===== config.mk =====
export PLATFORM = sky130hd
export DESIGN_NAME = drive_cmd_tx_flat
export DESIGN_NICKNAME = d
export VERILOG_FILES = /design/src/rtl/robot_pkg.sv /design/src/rtl/drive_cmd_tx_if.sv /design/src/rtl/drive_cmd_tx_uart.sv /design/src/rtl/drive_cmd_tx.sv /design/src/flat_wrapper.sv
export SDC_FILE = /design/constraint.sdc
export NUM_CORES = 1
export LEC_CHECK = 0
export BUFFER_PORTS_ARGS = -buffer_cell sky130_fd_sc_hd__buf_2
export CAP_MARGIN = 10
export CELL_PAD_IN_SITES_DETAIL_PLACEMENT = 1
export CELL_PAD_IN_SITES_GLOBAL_PLACEMENT = 1
export CORE_MARGIN = 5
export CORE_UTILIZATION = 40
export CTS_CLUSTER_SIZE = 14
export DETAILED_ROUTE_END_ITERATION = 10
export GPL_TIMING_DRIVEN = 0
export PLACE_DENSITY_LB_ADDON = 0.08
export SLEW_MARGIN = 20
export SYNTH_ARGS = -nofsm -noshare
export SYNTH_HDL_FRONTEND = slang
export SYNTH_SLANG_ARGS = --single-unit

===== constraint.sdc =====
create_clock -name clk_50 -period 2 [get_ports clk_50]
set_input_delay 0.2 -clock clk_50 [delete_from_list [all_inputs] [get_ports clk_50]]
set_output_delay 0.2 -clock clk_50 [all_outputs]
set_load 0.005 [all_outputs]

===== src/rtl/robot_pkg.sv =====
// Shared definitions for the robot-base command path.
//   drive_states : drive FSM output encoding (shared with the mode/drive FSM)
//   OP_*         : robot-base serial opcodes
//   tx_state_e   : state encoding of the drive_cmd_tx packet FSM
//   norm_drive() : maps unused drive codes (6, 7) onto STOP
package robot_pkg;

   typedef enum logic [2:0] {
      STOP   = 3'd0,
      LEFT   = 3'd1,
      RIGHT  = 3'd2,
      SLOW   = 3'd3,
      MEDIUM = 3'd4,
      FAST   = 3'd5
   } drive_states;

   localparam logic [7:0] OP_START        = 8'h80;
   localparam logic [7:0] OP_SAFE         = 8'h83;
   localparam logic [7:0] OP_DRIVE_DIRECT = 8'h91;

   typedef enum logic [2:0] {
      IDLE = 3'd0,
      INIT = 3'd1,
      LOAD = 3'd2,
      SEND = 3'd3,
      DONE = 3'd4
   } tx_state_e;

   // Codes 6 and 7 are not driven by the drive FSM; treat them as STOP so a
   // stray code never moves the base and never differs from a sent STOP.
   function automatic drive_states norm_drive(input logic [2:0] code);
      if (code > 3'd5)
         return STOP;
      return drive_states'(code);
   endfunction

endpackage


===== src/rtl/drive_cmd_tx_if.sv =====
// Bundle between the drive FSM side and drive_cmd_tx.
//   drive_state : 3-bit drive code from the drive FSM
//   uart_tx     : serial line to the robot base RX pin (idles high)
//   tx_busy     : high while a packet or the init sequence is on the line
//   packet_done : one-cycle pulse after the last stop bit of a drive packet
// modport master : the drive FSM / observer side
// modport slave  : drive_cmd_tx
interface drive_cmd_tx_if;

   logic [2:0] drive_state;
   logic       uart_tx;
   logic       tx_busy;
   logic       packet_done;

   modport master (
      output drive_state,
      input  uart_tx,
      input  tx_busy,
      input  packet_done
   );

   modport slave (
      input  drive_state,
      output uart_tx,
      output tx_busy,
      output packet_done
   );

endinterface


===== src/rtl/drive_cmd_tx_uart.sv =====
// 8N1 UART byte serialiser.
//   clk_50     : system clock
//   reset      : synchronous active-high reset; line returns high at once
//   byte_valid : byte_data is offered
//   byte_data  : byte to send, LSB first
//   byte_ready : serialiser is idle; a byte is taken when valid && ready
//   tx         : serial output, idles high
// Parameter CLKS_PER_BIT: bit period in clk_50 cycles (>= 2).
//
// The final cycle of the stop bit is spent idle (tx already high) so that a
// byte offered back-to-back starts exactly one byte period after the previous
// start: consecutive bytes have no gap and a byte costs 10 * CLKS_PER_BIT.
module uart_byte_tx #(
   parameter int CLKS_PER_BIT = 434
) (
   input  logic       clk_50,
   input  logic       reset,
   input  logic       byte_valid,
   input  logic [7:0] byte_data,
   output logic       byte_ready,
   output logic       tx
);

   localparam int CNT_W = $clog2(CLKS_PER_BIT);
   localparam logic [CNT_W-1:0] CNT_FULL = CNT_W'(CLKS_PER_BIT - 1);
   localparam logic [CNT_W-1:0] CNT_STOP = CNT_W'(CLKS_PER_BIT - 2);

   logic             busy;
   logic [CNT_W-1:0] cnt;
   logic [3:0]       bit_idx;   // 0 = start, 1..8 = data, 9 = stop
   logic [7:0]       shift;

   assign byte_ready = ~busy;

   always_ff @(posedge clk_50) begin
      if (reset) begin
         busy    <= 1'b0;
         cnt     <= '0;
         bit_idx <= '0;
         shift   <= '0;
         tx      <= 1'b1;
      end else if (!busy) begin
         if (byte_valid) begin
            busy    <= 1'b1;
            cnt     <= CNT_FULL;
            bit_idx <= '0;
            shift   <= byte_data;
            tx      <= 1'b0;
         end
      end else if (cnt != '0) begin
         cnt <= cnt - 1'b1;
      end else if (bit_idx == 4'd9) begin
         busy <= 1'b0;
      end else begin
         bit_idx <= bit_idx + 4'd1;
         if (bit_idx == 4'd8) begin
            tx  <= 1'b1;
            cnt <= CNT_STOP;
         end else begin
            tx    <= shift[0];
            shift <= shift >> 1;
            cnt   <= CNT_FULL;
         end
      end
   end

endmodule


===== src/rtl/drive_cmd_tx.sv =====
// Drive Direct command transmitter for the robot base.
// Turns the drive FSM's 3-bit drive state into 5-byte Drive Direct packets
// (0x91, R_hi, R_lo, L_hi, L_lo) on a UART. A packet is sent after reset and
// whenever the registered drive state differs from the last one sent; only
// the latest value is sent, and a change that reverts before LOAD sends
// nothing.
//   clk_50 : system clock
//   reset  : synchronous active-high reset; abandons any frame in flight
//   bus    : drive_cmd_tx_if.slave (drive_state in; uart_tx, tx_busy,
//            packet_done out)
// Build option DRIVE_TX_INIT_EN: when defined, every reset release first
// sends Start (0x80) and Safe (0x83) from an INIT state, with tx_busy high and
// no packet_done pulse, before the first drive packet.
//
// state | meaning
// IDLE  | nothing on the line; wait for init request or a pending packet
// INIT  | sending Start then Safe (DRIVE_TX_INIT_EN only)
// LOAD  | snapshot drive state, build packet, hand opcode to serialiser
// SEND  | hand velocity bytes 1..4 to serialiser, wait for last stop bit
// DONE  | one-cycle packet_done pulse
module drive_cmd_tx
   import robot_pkg::*;
#(
   parameter int CLK_HZ      = 50_000_000,
   parameter int BAUD        = 115200,
   parameter int TURN_MM_S   = 100,
   parameter int SLOW_MM_S   = 100,
   parameter int MEDIUM_MM_S = 200,
   parameter int FAST_MM_S   = 300
) (
   input  logic            clk_50,
   input  logic            reset,
   drive_cmd_tx_if.slave   bus
);

   localparam int CLKS_PER_BIT = CLK_HZ / BAUD;

   localparam logic [15:0] TURN_POS = 16'(TURN_MM_S);
   localparam logic [15:0] TURN_NEG = 16'(-TURN_MM_S);
   localparam logic [15:0] SLOW_V   = 16'(SLOW_MM_S);
   localparam logic [15:0] MEDIUM_V = 16'(MEDIUM_MM_S);
   localparam logic [15:0] FAST_V   = 16'(FAST_MM_S);

   tx_state_e   state, state_n;
   drive_states ds_q;
   drive_states last_sent;
   logic        pending_q;
   logic        pending;
   logic [2:0]  idx, idx_n;
   logic [31:0] pkt_body;
   logic [15:0] vel_r, vel_l;
   logic        load_take;
   logic        init_req;

   logic        byte_valid;
   logic [7:0]  byte_data;
   logic        byte_ready;
   logic        tx_line;

`ifdef DRIVE_TX_INIT_EN
   logic init_q;

   always_ff @(posedge clk_50) begin
      if (reset)
         init_q <= 1'b1;
      else if (state == INIT && state_n == LOAD)
         init_q <= 1'b0;
   end

   assign init_req = init_q;
`else
   assign init_req = 1'b0;
`endif

   // A drive-state difference counts as pending combinationally, so IDLE can
   // reach LOAD the cycle after ds_q changes.
   assign pending = pending_q | (ds_q != last_sent);

   always_comb begin
      vel_r = '0;
      vel_l = '0;
      case (ds_q)
         LEFT: begin
            vel_r = TURN_POS;
            vel_l = TURN_NEG;
         end
         RIGHT: begin
            vel_r = TURN_NEG;
            vel_l = TURN_POS;
         end
         SLOW: begin
            vel_r = SLOW_V;
            vel_l = SLOW_V;
         end
         MEDIUM: begin
            vel_r = MEDIUM_V;
            vel_l = MEDIUM_V;
         end
         FAST: begin
            vel_r = FAST_V;
            vel_l = FAST_V;
         end
         default: begin
            vel_r = '0;
            vel_l = '0;
         end
      endcase
   end

   always_ff @(posedge clk_50) begin
      ds_q <= norm_drive(bus.drive_state);
      if (reset) begin
         state     <= IDLE;
         idx       <= '0;
         last_sent <= STOP;
         pending_q <= 1'b1;
         pkt_body  <= '0;
      end else begin
         state <= state_n;
         idx   <= idx_n;
         if (load_take) begin
            last_sent <= ds_q;
            pending_q <= 1'b0;
            pkt_body  <= {vel_r, vel_l};
         end
      end
   end

   always_comb begin
      state_n    = state;
      idx_n      = idx;
      byte_valid = 1'b0;
      byte_data  = OP_DRIVE_DIRECT;
      load_take  = 1'b0;
      case (state)
         IDLE: begin
            if (init_req) begin
               state_n = INIT;
               idx_n   = '0;
            end else if (pending) begin
               state_n = LOAD;
            end
         end
         INIT: begin
            byte_valid = (idx < 3'd2);
            byte_data  = (idx == 3'd0) ? OP_START : OP_SAFE;
            if (byte_valid && byte_ready)
               idx_n = idx + 3'd1;
            else if (idx == 3'd2 && byte_ready)
               state_n = LOAD;
         end
         LOAD: begin
            // Opcode does not depend on the snapshot, so it goes out now.
            byte_valid = 1'b1;
            byte_data  = OP_DRIVE_DIRECT;
            if (byte_ready) begin
               load_take = 1'b1;
               idx_n     = 3'd1;
               state_n   = SEND;
            end
         end
         SEND: begin
            byte_valid = (idx < 3'd5);
            case (idx)
               3'd1:    byte_data = pkt_body[31:24];
               3'd2:    byte_data = pkt_body[23:16];
               3'd3:    byte_data = pkt_body[15:8];
               default: byte_data = pkt_body[7:0];
            endcase
            if (byte_valid && byte_ready)
               idx_n = idx + 3'd1;
            else if (idx == 3'd5 && byte_ready)
               state_n = DONE;
         end
         DONE: begin
            state_n = IDLE;
         end
         default: begin
            state_n = IDLE;
         end
      endcase
   end

   uart_byte_tx #(
      .CLKS_PER_BIT (CLKS_PER_BIT)
   ) u_uart (
      .clk_50     (clk_50),
      .reset      (reset),
      .byte_valid (byte_valid),
      .byte_data  (byte_data),
      .byte_ready (byte_ready),
      .tx         (tx_line)
   );

   assign bus.uart_tx     = tx_line;
   assign bus.tx_busy     = (state == INIT) || (state == LOAD) || (state == SEND);
   assign bus.packet_done = (state == DONE);

endmodule

===== src/flat_wrapper.sv =====
// flat-port wrapper written by rule: the top's interface ports become plain ports
module drive_cmd_tx_flat import robot_pkg::*;
#(
   parameter int CLK_HZ      = 50_000_000,
   parameter int BAUD        = 115200,
   parameter int TURN_MM_S   = 100,
   parameter int SLOW_MM_S   = 100,
   parameter int MEDIUM_MM_S = 200,
   parameter int FAST_MM_S   = 300
)
  (clk_50, reset, bus_drive_state, bus_uart_tx, bus_tx_busy, bus_packet_done);
  drive_cmd_tx_if bus_i ();
  input  logic clk_50;
  input  logic reset;
  input wire logic [$bits(bus_i.drive_state)-1:0] bus_drive_state;
  output wire logic [$bits(bus_i.uart_tx)-1:0] bus_uart_tx;
  output wire logic [$bits(bus_i.tx_busy)-1:0] bus_tx_busy;
  output wire logic [$bits(bus_i.packet_done)-1:0] bus_packet_done;
  assign bus_i.drive_state = bus_drive_state;
  assign bus_uart_tx = bus_i.uart_tx;
  assign bus_tx_busy = bus_i.tx_busy;
  assign bus_packet_done = bus_i.packet_done;
  drive_cmd_tx #(.CLK_HZ(CLK_HZ), .BAUD(BAUD), .TURN_MM_S(TURN_MM_S), .SLOW_MM_S(SLOW_MM_S), .MEDIUM_MM_S(MEDIUM_MM_S), .FAST_MM_S(FAST_MM_S)) u_core (.clk_50(clk_50), .reset(reset), .bus(bus_i));
endmodule

==> results.toml <==
[status]
status = "finished, final reports clean"

[setup_path]
critical_path_required_ns = 2.21
worstSetupPathType = "flip-flop to flip-flop"
critPathLaunchType = "flip-flop"
r2r-end = "u_core.u_uart.shift[3]"
critical_path_arrival_ns = 2.08
cp_max_fo = 5
crit-reg2reg-launch = "u_core.u_uart.bit_idx[0]"
reg2regPathDepth = 7
rrSetupSlack_ns = 0.13
critPathCaptureType = "flip-flop"

[pwr]
p_leak_nw = 1.09
vdd_drop_max_mv = 0.579
total_power_mw = 2.94
p_per_area_nw_per_um2 = 1010

[final_layout]
nets = 343
final_cell_mix = "dfxtp_1 (47), nand2_1 (37), nor2_1 (29)"
stdcell_area_um2 = 2900
syn2layout_area_growth_pct = 12.6
layout-drive-gt1-share_pct = 15.5
antenna_cells = 0
fill_cells = 777
final_common_cell = "dfxtp_1"

[worst_hold_path]
holdPathEnd = "u_core.ds_q[1]"
min_path_cells = 2
min-delay-start = "bus_drive_state[2]"
hp-class = "input pin to flip-flop"

[cts]
clockBufferDepth = 2
path_clk_slew_ns = 0.10
clk_root_buffer_cell = "clkbuf_8"
cts-buffers-inserted = 5
clock_latency_ns = 0.31
cts_max_level = 2
cts_tree = "built"
clock_sinks = 49
hold_buffers = 0

[timing]
setup_ws_ns = 0.130
slew_viol_final = 0
fin_crit_ns = 1.87
max-slew-margin-rel_pct = 56.3
finalSetupViolCount = 0
worstMarginPinSlew_ns = 0.656
fin_crit_sh_pct = 93.5
rsz0062_at_grt = "no"
fmax_ghz = 0.535
hold_viol = 0
skew_ns = 0.0127

[logic_synthesis]
synth-async-reset-ratio_pct = 0
synth_warnings = 0
synth-seq-cells = 49
syn-num-nets = 324
synth_edf_count = 0
syn_area_per_cell_um2 = 8.31
synth_area_um2 = 2570
netlist_instances = 310
synth_flop_cell = "dfxtp_1"
ys_types = 57
yosysSeqAreaShare_pct = 38.1

[global_route]
antenna_found_initial = 0
grt.overflow.total = 0
grt_pass1_vias = 2197
grt_use_total_pct = 17.7
grt_pass1_wl_mm = 11.7
grt_max_degree = 17

[routing]
vias = 2223
dr.pass1.iters = 4
drc = 0
via_per_inst = 5.46
drt_iter0_drc = 107
ant_nets = 0
wirelength_mm = 7.06
wl_per_cell_um = 17.4

[placement]
gp_congestion = 0.744
dp_hpwl_mm = 5.15
portBuffers = 6
place_ws_ns = -0.162
placed_cell_area_um2 = 2700

[run]
drv_cap = 0

[floorplan]
die_h_um = 90.2
start_util_pct = 40.8
die_x_um = 90.2
placementRows = 29
pin_count = 8
die_area_um2 = 8140
coreArea_um2 = 6310
==> critical path, cell delays in order, from the launching register on <==
cell     delay [ns]
dfxtp_1        0.40
inv_1          0.09
ha_1           0.20
and3b_1        0.28
o21ai_0        0.20
o21ai_0        0.11
a21o_1         0.22
o221a_1        0.27
==> through the flow <==
stage	TNS (ns)	hold slack [ns]	util (%)	instances
2_1_floorplan	0	0.272	-	310
6_report	0	0.0501	45.9	407
3_5_place_dp	-1.34	0.383	42.8	393
5_1_grt	0	0.0451	45.9	407
4_1_cts	0	0.0462	44.7	401
3_3_place_gp	-0.293	0.379	42.8	393
==> worst max path at each step <==
stage,startpoint,to,slack (ns)
final,u_core.u_uart.bit_idx[0],u_core.u_uart.shift[3],0.13
after global routing,u_core.u_uart.bit_idx[0],u_core.u_uart.shift[3],0.002
after CTS,u_core.idx[2],u_core.u_uart.shift[3],0.02
after detailed placement,u_core.idx[0],u_core.u_uart.shift[4],-0.16
after global placement,u_core.idx[0],u_core.u_uart.shift[4],-0.12
after floorplan,u_core.idx[0],u_core.u_uart.shift[4],0.14
==> layout make-up <==
class	instances	area [µm²]	share of cell area, %
well taps	77	96.3	3.32
clock inverters	2	16.3	0.561
inverters	14	52.6	1.81
clock buffers	6	82.6	2.85
multi-input cells	226	1490	51.3
flip-flops and latches	49	988	34.1
repair buffers	12	75.1	2.59
plain buffers	21	101	3.50
==> metal layers <==
metal / wire [µm] / vias up / GRT usage [%]
li1: - / 1137 / -
met2: 3150 / 22 / 27.1
met3: 140 / 5 / 3.01
met5: 0 / - / 0
met4: 48 / 0 / 3.35
met1: 3730 / 1059 / 26.1
==> repair_timing <==
item / in CTS / in global routing
cloned: 0 / 0
pin swaps: 0 / 6
setup endpoints to repair: 13 / 22
buffers inserted: 0 / 6
gates resized for setup: 5 / 10
==> registers in the layout, summed over array words and instances, names as in the netlist <==
register	count
u_core.u_uart.busy	1
u_core.u_uart.bit_idx	4
u_core.pkt_body	13
u_core.u_uart.shift	8
u_core.u_uart.cnt	9
u_core.ds_q	3
u_core.idx	3
u_core.u_uart.tx	1
u_core.pending_q	1
u_core.last_sent	3
u_core.state	3
==> Yosys cell counts (2+ instances only) <==
master,number,area share (%)
dfxtp_1,49,38
nand2_1,37,5.4
nor2_1,29,4.2
a21oi_1,24,4.7
nor3_1,17,3.3
o21ai_0,15,2.9
clkbuf_1,12,1.7
inv_1,12,1.7
ha_1,9,4.4
nor2b_1,8,1.9
a211oi_1,7,2.0
o211ai_1,7,2.0
buf_2,6,1.2
xor2_1,6,2.0
a31oi_1,4,0.97
nand2b_1,4,0.97
nand4_1,4,0.97
nor3b_1,4,1.2
xnor2_1,4,1.4
a22oi_1,3,0.87
nand3_1,3,0.58
o221a_2,3,1.3
a311oi_1,2,0.68
a31o_2,2,0.68
and3b_1,2,0.68
mux2i_1,2,0.78
nor4_1,2,0.49
o21a_1,2,0.58
o21ai_1,2,0.39
or3_1,2,0.49
==> where the power goes <==
part           internal, mW  switching, mW  total [mW]
combinational         0.433          0.568        1.00
sequential             1.14          0.154        1.29
clock                 0.286          0.364       0.650
==> cells by family (layout without fill, tap and decap cells) <==
| logic type | count (synthesis) | in the layout | share of synthesized area [%] |
|---|---|---|---|
| buffers and inverters | 35 | 55 | 5.88 |
| AOI/OAI and AO/OA | 83 | 83 | 22.7 |
| and+or+nand+nor | 122 | 122 | 24.7 |
| adders and majority gates | 9 | 9 | 4.37 |
| muxes | 2 | 2 | 0.777 |
| xor gates and xnor gates | 10 | 10 | 3.40 |
| DFF | 49 | 49 | 38.1 |
No activity file was read; power rests on OpenSTA's default activity.
